===== src/rtl/button_event_decoder.sv =====
// Turns a debounced, synchronous button level into registered one-cycle gesture pulses:
// press, release, single click, double click and long press, plus a registered held level.
module button_event_decoder #(
  parameter int unsigned c_LONG_PRESS_LIMIT = 6000000,
  parameter int unsigned c_DOUBLE_GAP_LIMIT = 3000000
) (
  input  logic CLK,
  input  logic i_Rst_L,
  input  logic i_BTN,
  output logic o_Press,
  output logic o_Release,
  output logic o_Single_Click,
  output logic o_Double_Click,
  output logic o_Long_Press,
  output logic o_Held
);

  typedef enum logic [2:0] {
    StIdle,
    StPressed1,
    StWaitGap,
    StPressed2,
    StLongHeld
  } state_e;

  // Counter reads limit-1 on the edge that is exactly "limit" cycles after the state was entered.
  localparam logic [23:0] LongLast = 24'(c_LONG_PRESS_LIMIT - 1);
  localparam logic [23:0] GapLast  = 24'(c_DOUBLE_GAP_LIMIT - 1);

  state_e      state_q, state_d;
  logic [23:0] cnt_q, cnt_d;
  logic        btn_q;
  logic        press_q, press_d;
  logic        release_q, release_d;
  logic        single_q, single_d;
  logic        double_q, double_d;
  logic        long_q, long_d;

  logic rise, fall, long_hit, gap_hit;

  assign rise     = i_BTN & ~btn_q;
  assign fall     = ~i_BTN & btn_q;
  assign long_hit = (cnt_q == LongLast);
  assign gap_hit  = (cnt_q == GapLast);

  always_ff @(posedge CLK or negedge i_Rst_L) begin
    if (!i_Rst_L) begin
      state_q   <= StIdle;
      cnt_q     <= '0;
      btn_q     <= 1'b0;
      press_q   <= 1'b0;
      release_q <= 1'b0;
      single_q  <= 1'b0;
      double_q  <= 1'b0;
      long_q    <= 1'b0;
    end else begin
      state_q   <= state_d;
      cnt_q     <= cnt_d;
      btn_q     <= i_BTN;
      press_q   <= press_d;
      release_q <= release_d;
      single_q  <= single_d;
      double_q  <= double_d;
      long_q    <= long_d;
    end
  end

  always_comb begin
    state_d = state_q;
    unique case (state_q)
      StIdle:     if (rise) state_d = StPressed1;
      StPressed1: begin
        if (fall)          state_d = StWaitGap;
        else if (long_hit) state_d = StLongHeld;
      end
      // A press landing on the timeout edge still counts as the second click.
      StWaitGap:  begin
        if (rise)         state_d = StPressed2;
        else if (gap_hit) state_d = StIdle;
      end
      StPressed2: begin
        if (fall)          state_d = StIdle;
        else if (long_hit) state_d = StLongHeld;
      end
      StLongHeld: if (fall) state_d = StIdle;
      default:    state_d = StIdle;
    endcase

    if (state_d != state_q) begin
      cnt_d = '0;
    end else if (state_q == StPressed1 || state_q == StWaitGap || state_q == StPressed2) begin
      cnt_d = cnt_q + 24'd1;
    end else begin
      cnt_d = '0;
    end
  end

  always_comb begin
    press_d   = rise;
    release_d = fall;
    single_d  = 1'b0;
    double_d  = 1'b0;
    long_d    = 1'b0;
    unique case (state_q)
      StPressed1: long_d   = ~fall & long_hit;
      StWaitGap:  single_d = ~rise & gap_hit;
      StPressed2: begin
        double_d = fall;
        long_d   = ~fall & long_hit;
      end
      default: ;
    endcase
  end

  assign o_Press        = press_q;
  assign o_Release      = release_q;
  assign o_Single_Click = single_q;
  assign o_Double_Click = double_q;
  assign o_Long_Press   = long_q;
  assign o_Held         = btn_q;

endmodule


===== config.mk =====
export PLATFORM = sky130hd
export DESIGN_NAME = button_event_decoder
export DESIGN_NICKNAME = d
export VERILOG_FILES = /design/src/rtl/button_event_decoder.sv
export SDC_FILE = /design/constraint.sdc
export NUM_CORES = 1
export LEC_CHECK = 0
export BUFFER_PORTS_ARGS = -buffer_cell sky130_fd_sc_hd__buf_4
export CORE_MARGIN = 2
export CORE_UTILIZATION = 48
export CTS_BUF_LIST = sky130_fd_sc_hd__clkbuf_8
export DETAILED_ROUTE_END_ITERATION = 6
export PLACE_DENSITY = 0.65
export SETUP_SLACK_MARGIN = 0.2
export SYNTH_ARGS = -nofsm -noshare
export SYNTH_HDL_FRONTEND = slang
export SYNTH_SLANG_ARGS = --single-unit

===== constraint.sdc =====
create_clock -name CLK -period 5.2 [get_ports CLK]
set_clock_uncertainty 0.1 [all_clocks]
set_input_delay 0.52 -clock CLK [delete_from_list [all_inputs] [get_ports CLK]]
set_output_delay 0.52 -clock CLK [all_outputs]
set_load 0.02 [all_outputs]

==> flow_summary.yaml, run 1 <==
run_status:
  status: "complete, no violations"
layout:
  synthToLayoutAreaGrowth_pct: 9.00
  drive_gt1_frac: 0.150
  final_nets: 177
  fill_cells: 326
  final-seq-area_um2: 826
  multi_input_area_um2: 800
  stdcell_count: 219
  diodes: 0
  fin_area_um2: 1850
sta:
  drv_slew: 0
  relSlewSlack: 0.316
  rsz0062_at_grt: "false"
  setup_tns_ns: 0
  max_freq_ghz: 0.427
  period_share: 0.450
  worst_slack_ns: 2.86
  setup_viol: 0
  fin_hold_ws_ns: 0.0771
  post-route-min-period_ns: 2.34
  finalHoldViolCount: 0
  tightestPinTransition_ns: 1.03
detailed_routing:
  drt-total-wl_mm: 3.17
  postRouteAntennaNets: 0
  wire_per_inst_um: 14.5
  drcViolationCount: 0
  avgViaCountPerCell: 5.60
  initialDrtViolationCount: 98
  firstDrtPassIters: 4
  vias: 1226
synthesis:
  synthXorXnorAreaFrac: 0.114
  synth_edf_count: 0
  syn-num-nets: 171
  yosysWarnings: 0
  ys_types: 36
  synthArstFlopShare: 1.00
  synth-simple-area-share: 0.325
  ys_seq_elements: 33
  synth_area_per_cell_um2: 10.2
  synthMuxAreaShare: 0
  synthCells: 167
  synth_compound_area_frac: 0.0258
  synth_area_um2: 1700
  synth_top_family_by_area: "simple AND/OR/NAND/NOR gates"
  synth_fa_ha_area_frac: 0.00738
  ys.flop_type: "dfrtp_1"
  ys_seq_area_frac: 0.487
worst_setup_path:
  cp-startpoint: "cnt_q[12]"
  critPathKind: "register to register"
  regToRegEndpoint: "cnt_q[15]"
  worstSetupEndpointType: "register"
  max_stage_delay_ns: 0.69
  cp-start-kind: "register"
  cp_slowest_cell: "a31oi_4"
  crit_arrival_ns: 2.36
  r2r_slack_ns: 2.86
  endpoint: "cnt_q[15]"
  crit_path_max_fanout: 24
  r2r-start: "cnt_q[12]"
  worstPathRequired_ns: 5.22
  path_cells: "nand4bb_1 > nor4_2 > nand4_1 > a31oi_4 > nor3_1"
  ff2ff_path_depth: 5
die:
  fp-row-count: 21
  ios: 9
  dieArea_um2: 4020
  die_h_um: 63.4
  die-width_um: 63.4
  core-area_um2: 3360
  start_util: 0.504
place:
  dp_slack_ns: 2.84
  place_area_um2: 1760
  dp_hpwl_mm: 2.20
  dp_cells: 212
  gp_congestion: 0.816
  port_buffers: 8
clock_tree:
  clkLatencyLatePin_ns: 0.28
  post_cts_buffers: 0
  cts_tree: "built"
  cts_resized: 0
  cts_root_buffer: "clkbuf_8"
  hold_buffers: 0
  cts_sinks: 33
  cts.clk_slew.worst_paths_ns: 0.06
  clk_path_buf_depth: 2
  cts_buffers: 5
  htreeDepth: 2
pwr:
  p_leak_nw: 0.739
  p_per_area_nw_per_um2: 298
  max-vdd-ir-drop_mv: 0.143
job:
  drv_cap: 0
global_route:
  antenna_found_initial: 0
  grt_util_all_layers: 0.186
  grt_overflow: 0
  grt_pass1_wl_mm: 5.69
  grt_pass1_vias: 1228
  grt_max_degree: 34
min_path:
  hold_class: "input pin to async pin"
state kept, by name, summed over array words and instances (netlist names):
register        flops
cnt_q              24
o_Long_Press        1
o_Single_Click      1
o_Double_Click      1
o_Press             1
o_Held              1
state_q             3
o_Release           1
per-layer routing:
layer,vias up,share of wire,track usage
met4,0,0.019,0.0734
met1,604,0.45,0.219
li1,595,-,-
met2,20,0.50,0.317
met5,-,0,0
met3,7,0.031,0.0536
worst max-delay path, delay by kind of cell (launching register included):
family           cells  cell delay (ns)
AND/OR/NAND/NOR      4             0.96
AO/OA/AOI/OAI        1             0.69
flip-flops           1             0.42
how the worst min path moves through the flow:
| stage | start | slack (ns) | to |
|---|---|---|---|
| after floorplan | i_Rst_L | 0.12 | cnt_q[0] |
| after global placement | i_Rst_L | 0.38 | cnt_q[9] |
| after detailed placement | i_Rst_L | 0.39 | o_Long_Press |
| after CTS | i_Rst_L | 0.08 | cnt_q[6] |
| after global routing | i_Rst_L | 0.11 | cnt_q[7] |
| final | i_Rst_L | 0.08 | cnt_q[7] |
layout make-up:
type	count	share of cell area
clock inverters	1	0.00203
clock buffers	6	0.0447
repair buffers	8	0.0325
flip-flops and latches	33	0.447
inverters	5	0.0102
well taps	46	0.0311
multi-input cells	120	0.433
power by group:
group / switching (mW) / total, mW / internal [mW]
Sequential: 0.0205 / 0.293 / 0.272
Clock: 0.0852 / 0.188 / 0.103
Combinational: 0.0453 / 0.0695 / 0.0242
cell usage after synthesis, types with 3 or more instances:
| library cell | n | area [µm²] |
|---|---|---|
| nor2_2 | 3 | 18.8 |
| nand2_1 | 10 | 37.5 |
| nor2_1 | 14 | 52.6 |
| nand3_1 | 10 | 50.1 |
| dfrtp_1 | 33 | 826 |
| xor2_1 | 8 | 70.1 |
| xnor2_1 | 14 | 123 |
| clkbuf_1 | 5 | 18.8 |
| nand4_1 | 6 | 37.5 |
| nor3_1 | 21 | 105 |
| inv_1 | 5 | 18.8 |
| nor3_2 | 4 | 40.0 |
cell usage in the layout (no fill, tap or decap), types with 2 or more instances in the layout:
master and n:
dfrtp_1 33, and4_1 2, xnor2_1 14, inv_1 6, nand3_1 10, buf_4 8, nor3_1 21, nand2b_1 2
nor3b_1 2, nand4_1 6, and3_1 2, nand3b_1 2, a21oi_1 2, nand4bb_1 2, nor2_1 14, nor3_2 4
nand2_1 10, nor2_2 3, clkbuf_8 6, a31oi_1 2, xor2_1 8
stage by stage:
stage	utilization	power, mW
floorplan	-	0.354
global placement	0.524	0.363
detailed placement	0.524	0.368
CTS	0.549	0.558
global route	0.549	0.583
finish	0.549	0.550
logic make-up (layout without fill, tap and decap cells):
kind of cell	Yosys count	count (layout)
compound gates	5	5
xor+xnor	22	22
fa+ha+maj	1	1
buf+inv	14	20
flops	33	33
simple gates	92	92
Power figures use the tool's default switching activity.
==> run 2: changes to the inputs <==
--- a/config.mk
+++ b/config.mk
@@ -5,12 +5,12 @@
 export SDC_FILE = /design/constraint.sdc
 export NUM_CORES = 1
 export LEC_CHECK = 0
+export ABC_AREA = 1
 export BUFFER_PORTS_ARGS = -buffer_cell sky130_fd_sc_hd__buf_4
 export CORE_MARGIN = 2
 export CORE_UTILIZATION = 48
 export CTS_BUF_LIST = sky130_fd_sc_hd__clkbuf_8
 export DETAILED_ROUTE_END_ITERATION = 6
-export PLACE_DENSITY = 0.65
 export SETUP_SLACK_MARGIN = 0.2
 export SYNTH_ARGS = -nofsm -noshare
 export SYNTH_HDL_FRONTEND = slang
==> constraint.sdc (replaced) <==
create_clock -name CLK -period 2.4 [get_ports CLK]
set_clock_uncertainty 0.1 [all_clocks]
set_input_delay 0.24 -clock CLK [delete_from_list [all_inputs] [get_ports CLK]]
set_output_delay 0.24 -clock CLK [all_outputs]
set_load 0.02 [all_outputs]
==> flow_summary.yaml, run 2 <==
layout:
  fill_cells: 382
  top_register: "cnt_q"
  diodes: 0
  drive_gt1_frac: 0.251
  largest_register_ffs: 24
  layout_commonest_cell: "nand2_1"
  final_util: 0.596
  final_nets: 310
  top_regs: "cnt_q (24), state_q (3)"
  stdcell_count: 357
  layout_common_cells: "58 x nand2_1, 41 x nor2_1, 33 x inv_1"
  synthToLayoutAreaGrowth_pct: 17.5
  fin_area_um2: 2430
sta:
  post-route-min-period_ns: 2.06
  relSlewSlack: 0.711
  setup_tns_ns: 0
  period_share: 0.860
  worst_slack_ns: 0.336
  tightestPinTransition_ns: 0.431
  setup_viol: 0
  fin_hold_ws_ns: 0.321
  finalHoldViolCount: 0
  drv_slew: 0
  rsz0062_at_grt: "false"
  max_freq_ghz: 0.485
run_status:
  status: "complete, no violations"
synthesis:
  synth_edf_count: 0
  ys_seq_area_frac: 0.399
  synth_area_um2: 2070
  synth_area_per_cell_um2: 7.24
  synthCells: 286
  synth_area_leader_cell: "dfrtp_1"
  syn-num-nets: 290
  ys_types: 28
  yosysTopAreaCellShare: 0.399
  synthArstFlopShare: 1.00
  yosys-top-cells-area: "dfrtp_1 40%, nand2_1 11%, nor2_1 7.6%, nor2_2 7.3%, nand3_1 6.8%"
  ys.flop_type: "dfrtp_1"
  synth_most_common_cell: "nand2_1"
  yosysWarnings: 0
  ys_seq_elements: 33
  synthTopCellsByCount: "60 x nand2_1, 42 x nor2_1, 34 x inv_1"
die:
  start_util: 0.507
  die_h_um: 69.7
  ios: 9
  dieArea_um2: 4860
  core-area_um2: 4090
  fp-row-count: 23
  die-width_um: 69.7
min_path:
  hold_class: "input pin to async pin"
pwr:
  p_leak_nw: 1.06
  p_per_area_nw_per_um2: 769
  p_sw_uw: 813
  sw_frac_of_total: 0.435
  power.share.sequential: 0.339
  max-vdd-ir-drop_mv: 0.555
  comb_power_share: 0.414
  p_total_mw: 1.87
  p_int_mw: 1.06
  pwr-share-clk: 0.247
detailed_routing:
  drt-total-wl_mm: 5.33
  vias: 1936
  initialDrtViolationCount: 137
  firstDrtPassIters: 4
  postRouteAntennaNets: 0
  avgViaCountPerCell: 5.42
  wire_per_inst_um: 14.9
  drcViolationCount: 0
place:
  port_buffers: 8
  dp_hpwl_mm: 3.57
  place_area_um2: 2170
  dp_slack_ns: 0.192
  gp_congestion: 0.855
  dp_cells: 341
global_route:
  grt_overflow: 0
  grt_pass1_vias: 1794
  grt_max_degree: 34
  antenna_found_initial: 0
  grt_util_all_layers: 0.230
  grt_pass1_wl_mm: 8.77
worst_setup_path:
  cp-start-kind: "input pin"
  worstPathRequired_ns: 2.47
  crit_arrival_ns: 2.14
  crit_path_max_fanout: 6
  critPathKind: "input pin to register"
  worstSetupEndpointType: "register"
clock_tree:
  htreeDepth: 2
  clk_path_buf_depth: 2
  cts_tree: "built"
  clkLatencyLatePin_ns: 0.29
  cts.clk_slew.worst_paths_ns: 0.07
  cts_sinks: 33
  cts_buffers: 5
  cts_root_buffer: "clkbuf_8"
job:
  drv_cap: 0
run 2: cell count changes in the layout (fill, tap and decap cells not counted), sizes merged, moves of 13 or more:
| cell | change |
|---|---|
| inv | +30 |
| nand3 | +26 |
| nor3 | -14 |
| nand2 | +57 |
| nor2 | +50 |
| xnor2 | -13 |
run 2: path summary, 6_finish.rpt:
path	from	to	slack, ns	depth (start not counted)
max	i_BTN	cnt_q[23]	0.34	13
min	i_Rst_L	cnt_q[18]	0.32	2
max reg2reg	cnt_q[0]	cnt_q[23]	0.34	12
min reg2reg	o_Held	o_Press	0.39	1
max in group asynchronous	i_Rst_L	cnt_q[0]	1.54	2
min in group CLK	o_Held	o_Press	0.39	1
run 2: logic make-up (layout without fill, tap and decap cells):
| family | count (synthesis) | count (layout) | share of synthesized area |
|---|---|---|---|
| compound gates | 17 | 17 | 0.0495 |
| fa+ha+maj | 1 | 1 | 0.00604 |
| xor+xnor | 1 | 1 | 0.00423 |
| flops | 33 | 33 | 0.399 |
| simple gates | 193 | 196 | 0.460 |
| buf+inv | 41 | 59 | 0.0816 |
run 2: layout make-up:
type	instances	area, µm²	share of cell area
inverters	37	143	0.0586
clock buffers	7	96.3	0.0396
well taps	50	62.6	0.0257
repair buffers	14	110	0.0452
clock inverters	1	5.00	0.00206
multi-input cells	215	1190	0.489
flip-flops and latches	33	827	0.340
run 2: what timing repair did:
item | 4_1_cts | 5_1_grt
setup buffers | 0 | 3
hold endpoints to repair | 34 | 0
hold buffers | 2 | 0
setup endpoints to repair | 16 | 24
gates cloned | 1 | 2
resized for setup | 1 | 16
pin swaps | 1 | 6
run 2: per-layer routing:
layer,GRT usage,wire length (µm),vias to the layer above
met3,0.0538,280,17
met5,0,0,-
met1,0.326,2450,913
li1,-,-,955
met4,0.0726,138,0
met2,0.349,2450,51
run 2: critical path: stages:
cell	delay, ns
dlygate4sd3_1	0.53
buf_4	0.10
inv_1	0.04
nand2_1	0.13
inv_1	0.10
nor2_2	0.14
inv_1	0.08
nor2_4	0.14
nor2_1	0.06
nand2_2	0.07
clkinvlp_4	0.21
nand3_4	0.23
nor2_1	0.06
run 2: power groups by stage:
stage | Clock (mW) | Sequential (mW) | Combinational [mW]
2_1_floorplan | 0 | 0.633 | 0.468
3_3_place_gp | 0 | 0.633 | 0.545
3_5_place_dp | 0 | 0.635 | 0.539
4_1_cts | 0.477 | 0.624 | 0.613
5_1_grt | 0.498 | 0.640 | 0.830
6_report | 0.463 | 0.634 | 0.774
